===== config.mk =====
export PLATFORM = sky130hd
export DESIGN_NAME = ball_draw_ctrl
export DESIGN_NICKNAME = d
export VERILOG_FILES = /design/src/rtl/ball_draw_ctrl.sv
export SDC_FILE = /design/constraint.sdc
export NUM_CORES = 1
export LEC_CHECK = 0
export CAP_MARGIN = 20
export CORE_ASPECT_RATIO = 1.2
export CORE_MARGIN = 2
export CORE_UTILIZATION = 43
export CTS_CLUSTER_SIZE = 25
export DETAILED_ROUTE_END_ITERATION = 8
export GPL_TIMING_DRIVEN = 0
export PLACE_DENSITY_LB_ADDON = 0.15
export SYNTH_ARGS = -nofsm -noshare
export SYNTH_HDL_FRONTEND = slang
export SYNTH_SLANG_ARGS = --single-unit

===== constraint.sdc =====
create_clock -name clk -period 3.15 [get_ports clk]
set_clock_uncertainty 0.1 [all_clocks]
set_input_delay 0.945 -clock clk [delete_from_list [all_inputs] [get_ports clk]]
set_output_delay 0.945 -clock clk [all_outputs]
set_load 0.05 [all_outputs]

===== src/rtl/ball_draw_ctrl.sv =====
// Ball drawer sequencer for the billiard display.
// Latches each ball's position once per frame, runs the per-ball show/blink/gone
// lifecycle, and merges the per-ball drawer outputs into one registered pixel stream.

module ball_draw_ctrl #(
    parameter int unsigned NUM_BALLS    = 4,
    parameter int unsigned BLINK_FRAMES = 8,
    parameter int unsigned BLINK_COUNT  = 3
) (
    input  logic                             clk,
    input  logic                             reset,
    input  logic                             startOfFrame,
    input  logic [11*NUM_BALLS-1:0]          posX_in,
    input  logic [11*NUM_BALLS-1:0]          posY_in,
    input  logic [NUM_BALLS-1:0]             pocketed,
    input  logic [NUM_BALLS-1:0]             respawn,
    input  logic [NUM_BALLS-1:0]             drawingRequestBall,
    input  logic [8*NUM_BALLS-1:0]           RGBoutBall,
    output logic [11*NUM_BALLS-1:0]          topLeftPosX,
    output logic [11*NUM_BALLS-1:0]          topLeftPosY,
    output logic [NUM_BALLS-1:0]             ballShow,
    output logic                             drawingRequestBalls,
    output logic [7:0]                       RGBoutBalls,
    output logic [$clog2(NUM_BALLS+1)-1:0]   ballsLeft,
    output logic                             allGone
);

    localparam int unsigned FrameW = $clog2(BLINK_FRAMES + 1);
    localparam int unsigned TogW   = $clog2(2 * BLINK_COUNT + 1);
    localparam int unsigned LeftW  = $clog2(NUM_BALLS + 1);

    // Last frame index of a blink half-period, and the toggle index that ends the sequence.
    localparam logic [FrameW-1:0] FrameLast = FrameW'(BLINK_FRAMES - 1);
    localparam logic [TogW-1:0]   TogLast   = TogW'(2 * BLINK_COUNT - 1);

    // Background pixel when no drawer claims the pixel.
    localparam logic [7:0] RgbTransparent = 8'hFF;

    typedef enum logic [1:0] {
        StActive,
        StBlink,
        StGone
    } ball_state_e;

    ball_state_e              state_q [NUM_BALLS];
    ball_state_e              state_d [NUM_BALLS];
    logic [FrameW-1:0]        frame_cnt_q [NUM_BALLS];
    logic [FrameW-1:0]        frame_cnt_d [NUM_BALLS];
    logic [TogW-1:0]          tog_cnt_q [NUM_BALLS];
    logic [TogW-1:0]          tog_cnt_d [NUM_BALLS];
    logic [NUM_BALLS-1:0]     show_q, show_d;

    logic [11*NUM_BALLS-1:0]  pos_x_q, pos_y_q;

    logic [LeftW-1:0]         left_q, left_d;
    logic                     all_gone_q, all_gone_d;

    logic                     req_q, req_d;
    logic [7:0]               rgb_q, rgb_d;
    logic                     found;

    // Frame-latched positions: drawers only see a new position at frame start.
    always_ff @(posedge clk) begin
        if (reset) begin
            pos_x_q <= '0;
            pos_y_q <= '0;
        end else if (startOfFrame) begin
            pos_x_q <= posX_in;
            pos_y_q <= posY_in;
        end
    end

    // Per-ball lifecycle state registers.
    always_ff @(posedge clk) begin
        if (reset) begin
            for (int i = 0; i < int'(NUM_BALLS); i++) begin
                state_q[i]     <= StActive;
                frame_cnt_q[i] <= '0;
                tog_cnt_q[i]   <= '0;
            end
            show_q <= '1;
        end else begin
            for (int i = 0; i < int'(NUM_BALLS); i++) begin
                state_q[i]     <= state_d[i];
                frame_cnt_q[i] <= frame_cnt_d[i];
                tog_cnt_q[i]   <= tog_cnt_d[i];
            end
            show_q <= show_d;
        end
    end

    // Per-ball next state: pocket starts a blink, frames pace the toggles, respawn revives.
    always_comb begin
        show_d = show_q;
        for (int i = 0; i < int'(NUM_BALLS); i++) begin
            state_d[i]     = state_q[i];
            frame_cnt_d[i] = frame_cnt_q[i];
            tog_cnt_d[i]   = tog_cnt_q[i];
            unique case (state_q[i])
                StActive: begin
                    // A frame start in the same cycle is not counted toward the blink.
                    if (pocketed[i]) begin
                        state_d[i]     = StBlink;
                        show_d[i]      = 1'b0;
                        frame_cnt_d[i] = '0;
                        tog_cnt_d[i]   = '0;
                    end
                end
                StBlink: begin
                    if (startOfFrame) begin
                        if (frame_cnt_q[i] == FrameLast) begin
                            frame_cnt_d[i] = '0;
                            tog_cnt_d[i]   = tog_cnt_q[i] + TogW'(1);
                            show_d[i]      = ~show_q[i];
                            if (tog_cnt_q[i] == TogLast) begin
                                state_d[i] = StGone;
                                show_d[i]  = 1'b0;
                            end
                        end else begin
                            frame_cnt_d[i] = frame_cnt_q[i] + FrameW'(1);
                        end
                    end
                end
                StGone: begin
                    if (respawn[i]) begin
                        state_d[i] = StActive;
                        show_d[i]  = 1'b1;
                    end
                end
                default: begin
                    state_d[i] = StActive;
                    show_d[i]  = 1'b1;
                end
            endcase
        end
    end

    // Ball count from next state so it moves in step with ballShow.
    always_comb begin
        left_d = '0;
        for (int i = 0; i < int'(NUM_BALLS); i++) begin
            if (state_d[i] != StGone) begin
                left_d = left_d + LeftW'(1);
            end
        end
        all_gone_d = (left_d == '0);
    end

    // Registered ball count and all-gone level.
    always_ff @(posedge clk) begin
        if (reset) begin
            left_q     <= LeftW'(NUM_BALLS);
            all_gone_q <= 1'b0;
        end else begin
            left_q     <= left_d;
            all_gone_q <= all_gone_d;
        end
    end

    // Fixed-priority merge: the lowest-index requesting drawer is on top.
    always_comb begin
        req_d = |drawingRequestBall;
        rgb_d = RgbTransparent;
        found = 1'b0;
        for (int i = 0; i < int'(NUM_BALLS); i++) begin
            if (drawingRequestBall[i] && !found) begin
                rgb_d = RGBoutBall[8*i +: 8];
                found = 1'b1;
            end
        end
    end

    // Merge output register toward the video mux.
    always_ff @(posedge clk) begin
        if (reset) begin
            req_q <= 1'b0;
            rgb_q <= RgbTransparent;
        end else begin
            req_q <= req_d;
            rgb_q <= rgb_d;
        end
    end

    assign topLeftPosX         = pos_x_q;
    assign topLeftPosY         = pos_y_q;
    assign ballShow            = show_q;
    assign drawingRequestBalls = req_q;
    assign RGBoutBalls         = rgb_q;
    assign ballsLeft           = left_q;
    assign allGone             = all_gone_q;

endmodule


======== After elaboration in Yosys (flattened, before gate mapping) ========
Memory sizes are Yosys's and may differ from the RTL's.
Cells that the tools add are included.
word-level totals
  flip-flop bits (word level) ............. 105
  bits in writable memories ............... 36
  bits of input ports ..................... 135
  word-level logic and storage cells ...... 198
  memories kept ........................... 3
operators by class
  add/subtract/negate cells ............... 11
  equal/unequal tests ..................... 36
  mux-type cells .......................... 106
  bitwise gates (word level) .............. 16
  reductions and logical operators ........ 16
memory list
  name         words  bits a word  read ports  clocked after memory_dff  wr ports  line  text
  frame_cnt_q  4      4            4           0                         4         47    logic [FrameW-1:0] frame_cnt_q [NUM_BALLS];
  tog_cnt_q    4      3            4           0                         4         49    logic [TogW-1:0] tog_cnt_q [NUM_BALLS];
  state_q      4      2            4           0                         4         45    ball_state_e state_q [NUM_BALLS];
operators by type and width
  cell                                                 count
  2-to-1 mux 4 bit                                     16
  2-to-1 mux 3 bit                                     19
  2-to-1 mux 2 bit                                     24
  != test 2 bit, second input constant                 20
  2-to-1 mux 8 bit                                     4
  case mux 4 bit (2 select lines)                      4
  2-to-1 mux 1 bit                                     27
  case mux 2 bit (3 select lines)                      4
  case mux 3 bit (2 select lines)                      4
  adder 3 x 1 -> 3 bit, second input constant          7
  adder 4 x 1 -> 4 bit, second input constant          4
  equality test 4 x 3 -> 1 bit, second input constant  4
  AND reduction 4 bit                                  4
  equality test 3 bit, second input constant           4
  bitwise OR 1 bit                                     12
  case mux 1 bit (3 select lines)                      4
  equality test 2 x 1 -> 1 bit, second input constant  4
  equality test 2 bit, second input constant           4
  logical NOT 2 bit                                    4
  inverter 1 bit                                       4
  OR reduction 4 bit                                   1
  logical AND 1 bit                                    3
  logical NOT 1 bit                                    3
  logical NOT 3 bit                                    1

======== Longest topological paths before layout ========
Gate-level depths: netlist of run 1.
An unclocked memory read counts as a cell.
  word-level depth ........................ 15
  mapped depth ............................ 13

======== Least setup slack after synthesis of run 1 ========
No wires, ideal clock.
  kind .................................... input to register
  from .................................... input startOfFrame
  to ...................................... register all_gone_q (netlist: allGone)
  setup time .............................. 0.117 ns
  arrival time ............................ 2.665 ns
  required time ........................... 2.933 ns
  setup slack ............................. 0.268 ns
  cell stages on the path ................. 10
  path buffers ............................ 0
  cells stage by stage .................... nand4b_1 -> nand2b_1 -> o32a_1 -> ha_1 -> xor2_2 -> ha_1 -> inv_1 -> nor2_1 -> xor2_1 -> and4b_1
between the ends
  longest elaborated chain between the ends .. 11
  elaborated cells between the ends (all ways) .. 20
  those cells by class .................... add/sub: 3; eq/ne: 4; mux: 12; reduce/logical: 1
RTL lines
  what                             line  text
  start, declared                  12    input logic startOfFrame,
  2-to-1 mux 2 bit                 110   if (startOfFrame) begin
  case mux 2 bit (3 select lines)  99    unique case (state_q[i])
  != test 2 bit                    142   if (state_d[i] != StGone) begin
  2-to-1 mux 1 bit                 142
  adder 3 x 1 -> 3 bit             143   left_d = left_d + LeftW'(1);
  2-to-1 mux 3 bit                 142
  adder 3 x 1 -> 3 bit             143
  2-to-1 mux 3 bit                 142
  adder 3 x 1 -> 3 bit             143
  2-to-1 mux 3 bit (*)             142
  logical NOT 3 bit (*)            146   all_gone_d = (left_d == '0);
  end signal, assigned             156   all_gone_q <= all_gone_d;
  end, declared                    56    logic all_gone_q, all_gone_d;
Every way passes the cells marked *; elsewhere a longest branch is shown, timed or not.
A chain may end at the register's enable or synchronous reset.

======== Worst setup path in the final report of run 1 ========
Same ends and word-level chain as after synthesis.

==> flow_summary.ini, run 1 <==
[synthesis]
fraction_of_the_yosys_area_taken_by_sequential_cells = 0.478
synth-edff-count = 0
post_synth_inst_count = 635
yosysWarnings = 0
dominant_synthesized_flop_cell = dfxtp_1
synth_top_area_frac = 0.478
synth_area_leader_cell = dfxtp_1
synth.avg_cell_area_um2 = 9.30
synth.top_cells.by_area = dfxtp_1 (48%), mux2i_1 (16%), nor2_1 (8.1%)
number_of_synthesized_register_bits = 141
net_count_synth = 785
postSynth.asyncResetShare = 0
synth_cell_type_count = 52
syn-cell-area_um2 = 5910

[power_and_ir_drop]
combPwrFrac = 0.185
power_per_cell_area_nw_per_um2 = 525
p_switching_mw = 1.32
share_clk_of_total_power = 0.414
static-leakage-power_nw = 3.75
totalPowerFinal_mw = 4.79
switching_share = 0.276
power.sequential.fraction = 0.401
intPower_mw = 3.47
max-vdd-ir-drop_uv = 324

[timing]
fin_worst_hold_slack_ns = 0.378
max_freq_mhz = 333
worst_slew_slack_as_a_fraction_of_its_limit = 0.566
timing.final.max_slew_violations = 0
tightestPinTransition_ns = 0.650
rsz0062_at_grt = false
min_period_ns = 3.01
setup_tns_ns = 0
finalSetupViolCount = 0
finalCritPeriodShare = 0.954
hold_viol = 0

[clock_network]
maximum_count_of_clock_buffers_along_a_single_path = 2
htree_levels = 4
holdBufCountCts = 0
cts_tree = built
clock_latency_ns = 0.41
clk_pin_slew_worst_paths_ns = 0.06
clock_sink_count = 141
number_of_buffers_added_by_the_clock_tree_synthesis_step = 17
root_buffer = clkbuf_16

[cells_and_area]
post-route-cell-area_um2 = 9110
antenna_cells_inserted = 0
area_growth_syn_to_layout_pct = 54.2
finish.utilization = 0.685
finalNetCount = 1044
drive_gt1_frac = 0.0639
fillerInstances = 1088

[setup_path]
critPathKind = input port to flip-flop
ff2ff_setup_slack_ns = 0.51
crit_path_max_fanout = 6
timing.rr.start = frame_cnt_q[0][1]
arrival_ns = 3.26
critical_path_required_ns = 3.40
setup.worst_path.start_class = input port
worst_setup_path_end_kind = flip-flop
crit-reg2reg-capture = allGone
worst_r2r_path_depth = 11

[floorplanning]
die_height_um = 132
dieArea_um2 = 14700
floorplan.initialDensity = 0.444
fp.coreArea_um2 = 13300
floorplan.die.width_um = 111
num_io_pins = 240
core.rowCount = 46

[run_status]
run_status = completed

[drt]
firstDrtPassIters = 4
detail_route.wirelength_mm = 16.6
drc = 0
drt-vias-per-instance = 5.07
detailroute.via_count = 5449
post_drt_wl_per_cell_um = 15.4
initialDrtViolationCount = 157
route.antenna.remaining_nets = 0

[placed_design]
dp.final_hpwl_mm = 12.8
post_dp_cell_area_um2 = 8500
portBuffers = 238
finalWeightedCongestion = 0.851

[global_route]
grt_pass1_vias = 5801
grt_pass1_wl_mm = 27.8
grt_overflow_total = 0
grt_max_degree = 17
grt_antenna_before_repair = 0
grt.total_usage = 0.230

[job]
max_cap_viol = 0

[hold_path]
hp-class = flip-flop to flip-flop
worst_hold_path.num_cells = 2
holdPathEnd = ballShow[1]
timing.hold.worst.start = ballShow[1]
## layout make-up
type | instances | area (um^2) | share of cell area
sequential | 141 | 2820 | 0.310
timing repair buffer | 240 | 2400 | 0.263
inverter | 17 | 63.8 | 0.00700
clock buffer | 20 | 457 | 0.0501
multi-input combinational | 442 | 2870 | 0.315
clock inverter | 12 | 138 | 0.0151
buffer | 35 | 151 | 0.0166
tap | 168 | 210 | 0.0231
## metal layers
metal | global-route usage | wire [um] | vias to the layer above
met1 | 0.244 | 6310 | 2542
li1 | - | - | 2700
met5 | 0 | 0 | -
met2 | 0.422 | 8710 | 188
met3 | 0.0851 | 1360 | 19
met4 | 0.0729 | 216 | 0
## critical path: stages
cell	delay, ns
dlygate4sd2_1	0.38
nand4b_1	0.19
nand2b_1	0.23
o32a_1	0.27
ha_1	0.35
xor2_2	0.20
ha_1	0.16
inv_1	0.04
nor2_1	0.11
xor2_1	0.19
and4b_1	0.20
## placed cells by master (no fill, tap or decap), drive strengths merged, types with 3 or more instances in the layout
master,instances
buf,13
inv,19
and2,5
o21ai,35
xor2,5
nand4b,3
clkbuf,44
a31oi,4
a21oi,22
o22ai,8
nor3,14
a22oi,7
nor2b,5
mux2i,92
nor2,127
clkdlybuf4s50,237
ha,15
a311oi,3
nand3,9
and3,4
nand2,33
nand2b,12
clkinv,3
mux2,7
clkinvlp,5
dfxtp,141
nor3b,5
## stage by stage
| stage | worst slack [ns] | std cells |
|---|---|---|
| 6_report | 0.143 | 1075 |
| 3_3_place_gp | -0.645 | 1041 |
| 2_1_floorplan | 0.268 | 635 |
| 5_1_grt | 0.0394 | 1075 |
| 3_5_place_dp | -0.682 | 1041 |
| 4_1_cts | 0.165 | 1075 |
## power by group through the flow
stage          Clock (mW)  Combinational [mW]  Sequential [mW]
2_1_floorplan           0               0.220             2.23
3_3_place_gp            0               0.874             1.95
3_5_place_dp            0               0.888             1.96
4_1_cts              2.02               0.891             1.92
5_1_grt              2.11               0.938             1.93
6_report             1.98               0.885             1.92
## state kept, by name, indices dropped and copies added, names as in the netlist
register and count:
allGone 1, frame_cnt_q 16, tog_cnt_q 12, RGBoutBalls 8
drawingRequestBalls 1, ballShow 4, state_q 8, ballsLeft 3
topLeftPosY 44, topLeftPosX 44
## Yosys cell counts, drive strengths merged, types with 7 or more instances
library cell,instances
nor2,127
nand3,9
mux2i,92
a21oi,22
o21ai,35
nand2b,12
dfxtp,141
a22oi,7
buf,11
inv,17
nor3,14
clkbuf,24
mux2,7
ha,15
nand2,33
o22ai,8
## kinds of logic after synthesis
family | share of synthesized area
buf+inv | 0.0364
compound gates | 0.0947
simple gates | 0.180
flops | 0.478
xor+xnor | 0.0102
fa+ha+maj | 0.0318
mux | 0.169
## worst max-delay path by stage
| stage | cells after the start | slack [ns] | start | end |
|---|---|---|---|---|
| 6_report | 11 | 0.14 | startOfFrame | allGone |
| 4_1_cts | 11 | 0.16 | startOfFrame | allGone |
| 3_3_place_gp | 11 | -0.65 | startOfFrame | allGone |
| 2_1_floorplan | 10 | 0.27 | startOfFrame | allGone |
| 3_5_place_dp | 11 | -0.68 | startOfFrame | allGone |
| 5_1_grt | 11 | 0.04 | startOfFrame | allGone |
## repair_timing
| item | CTS | global route |
|---|---|---|
| resized for setup | 2 | 0 |
| setup buffers | 2 | 0 |
| endpoints found under the setup margin | 3 | 0 |
| endpoints found under the hold margin | 0 | 0 |
(Power assumes the default switching activity.)
==> inputs of run 2 (changes only) <==
--- a/config.mk
+++ b/config.mk
@@ -6,13 +6,14 @@
 export NUM_CORES = 1
 export LEC_CHECK = 0
 export CAP_MARGIN = 20
-export CORE_ASPECT_RATIO = 1.2
+export CORE_ASPECT_RATIO = 0.6
 export CORE_MARGIN = 2
 export CORE_UTILIZATION = 43
 export CTS_CLUSTER_SIZE = 25
 export DETAILED_ROUTE_END_ITERATION = 8
 export GPL_TIMING_DRIVEN = 0
 export PLACE_DENSITY_LB_ADDON = 0.15
+export SLEW_MARGIN = 5
 export SYNTH_ARGS = -nofsm -noshare
 export SYNTH_HDL_FRONTEND = slang
 export SYNTH_SLANG_ARGS = --single-unit
==> flow_summary.ini, run 2 (synthesis gave the netlist of run 1 again) <==
[clock_network]
cts_tree = built
clock_sink_count = 141
clk_pin_slew_worst_paths_ns = 0.06
number_of_buffers_added_by_the_clock_tree_synthesis_step = 17
htree_levels = 4
root_buffer = clkbuf_16
maximum_count_of_clock_buffers_along_a_single_path = 2
holdBufCountCts = 0
clock_latency_ns = 0.42

[drt]
initialDrtViolationCount = 348
drc = 0
firstDrtPassIters = 6
detailroute.via_count = 5565
drt-vias-per-instance = 5.14
post_drt_wl_per_cell_um = 15.9
detail_route.wirelength_mm = 17.2
route.antenna.remaining_nets = 0

[floorplanning]
core.rowCount = 33
dieArea_um2 = 14700
fp.coreArea_um2 = 13500
num_io_pins = 240
die_height_um = 94.8
floorplan.initialDensity = 0.436
floorplan.die.width_um = 155

[global_route]
grt_overflow_total = 0
grt.total_usage = 0.229
grt_pass1_wl_mm = 26.7
grt_antenna_before_repair = 0
grt_max_degree = 17
grt_pass1_vias = 5498

[setup_path]
max_stage_delay_ns = 0.46
crit_top_cell = ha_1
critPathKind = input port to flip-flop
worst_setup_path_end_kind = flip-flop
worst-path-buf-inv = 2
setup.worst_path.start_class = input port
crit_chain = clkdlybuf4s50_1 > o32a_1 > ha_1 > xor2_2 > ha_1 > inv_1 > nor2_1 > xor2_1 > and4b_1
worst_path_cell_with_the_longest_stage_delay = clkdlybuf4s50_1
critical_path_required_ns = 3.39
arrival_ns = 3.28
critPathTopFamily = adder cells
crit_path_max_fanout = 3

[run_status]
run_status = completed

[job]
max_cap_viol = 0

[power_and_ir_drop]
power_per_cell_area_nw_per_um2 = 540
max-vdd-ir-drop_uv = 388
static-leakage-power_nw = 3.78

[placed_design]
finalWeightedCongestion = 0.817
dp.final_hpwl_mm = 12.9
portBuffers = 238
place_inst = 1048

[timing]
finalCritPeriodShare = 0.966
timing.final.max_slew_violations = 0
finalSetupViolCount = 0
min_period_ns = 3.04
rsz0062_at_grt = false
worst_slew_slack_as_a_fraction_of_its_limit = 0.585
max_freq_mhz = 329
hold_viol = 0
tightestPinTransition_ns = 0.623
setup_tns_ns = 0

[cells_and_area]
area_growth_syn_to_layout_pct = 55.0
finish.utilization = 0.676
mostFrequentLayoutCells = clkdlybuf4s50_1 (237), dfxtp_1 (141), nor2_1 (127), mux2i_1 (92), nand2_1 (33)
antenna_cells_inserted = 0
most_common_library_cell_in_the_layout_ignoring_fill_and_taps = clkdlybuf4s50_1
drive_gt1_frac = 0.0662
finalNetCount = 1044
finalNonFillerCells = 1082

[hold_path]
hp-class = flip-flop to flip-flop
-- run 2: final cells by class --
cell class,count,area [um^2]
inverter,17,63.8
buffer,35,151
sequential,141,2820
multi-input combinational,442,2870
tap,175,219
clock buffer,19,453
clock inverter,13,179
timing repair buffer,240,2390
fill,1011,4390
-- run 2: per-stage QoR --
| stage | hold WS (ns) | worst slack, ns | total power [mW] | instance area, um^2 |
|---|---|---|---|---|
| floorplan | 0.353 | 0.268 | 2.45 | 5910 |
| global placement | 0.366 | -0.887 | 2.82 | 8510 |
| detailed placement | 0.380 | -0.880 | 2.84 | 8510 |
| CTS | 0.387 | 0.0187 | 4.98 | 9160 |
| global route | 0.406 | 0.0685 | 5.11 | 9160 |
| finish | 0.386 | 0.108 | 4.94 | 9160 |
-- run 2: path summary, 6_finish.rpt --
| check | startpoint | end | slack, ns | cells past startpoint |
|---|---|---|---|---|
| setup / recovery | respawn[0] | allGone | 0.11 | 9 |
| hold / removal | ballShow[1] | ballShow[1] | 0.39 | 2 |
| setup reg to reg | frame_cnt_q[0][1] | allGone | 0.24 | 11 |
| hold reg to reg | ballShow[1] | ballShow[1] | 0.39 | 2 |
-- run 2: repair_timing --
action	CTS	global route
resized for setup	3	1
setup endpoints to repair	3	1
pin swaps	3	0
buffers inserted	2	0
-- run 2: where the power goes --
| part | leakage [nW] | switching [mW] | total, mW | internal [mW] |
|---|---|---|---|---|
| Clock | 0.307 | 0.822 | 2.13 | 1.31 |
| Sequential | 1.16 | 0.0484 | 1.92 | 1.87 |
| Combinational | 2.32 | 0.508 | 0.889 | 0.382 |
| Total | 3.78 | 1.38 | 4.94 | 3.56 |
-- run 2: worst register-to-register path, delay by kind of cell (launching register included) --
kind | cells | cell delay (ns)
AO/OA/AOI/OAI | 1 | 0.25
XOR/XNOR | 2 | 0.49
adder cells (fa/ha/maj) | 3 | 0.75
buffers and inverters | 1 | 0.04
flip-flops | 1 | 0.41
AND/OR/NAND/NOR | 4 | 0.80
-- run 2: per-layer routing --
layer,vias up,global-route usage,part of all wire
met5,-,0,0
met4,0,0.0956,0.027
met3,37,0.0803,0.082
met2,228,0.378,0.47
met1,2583,0.276,0.42
li1,2717,-,-
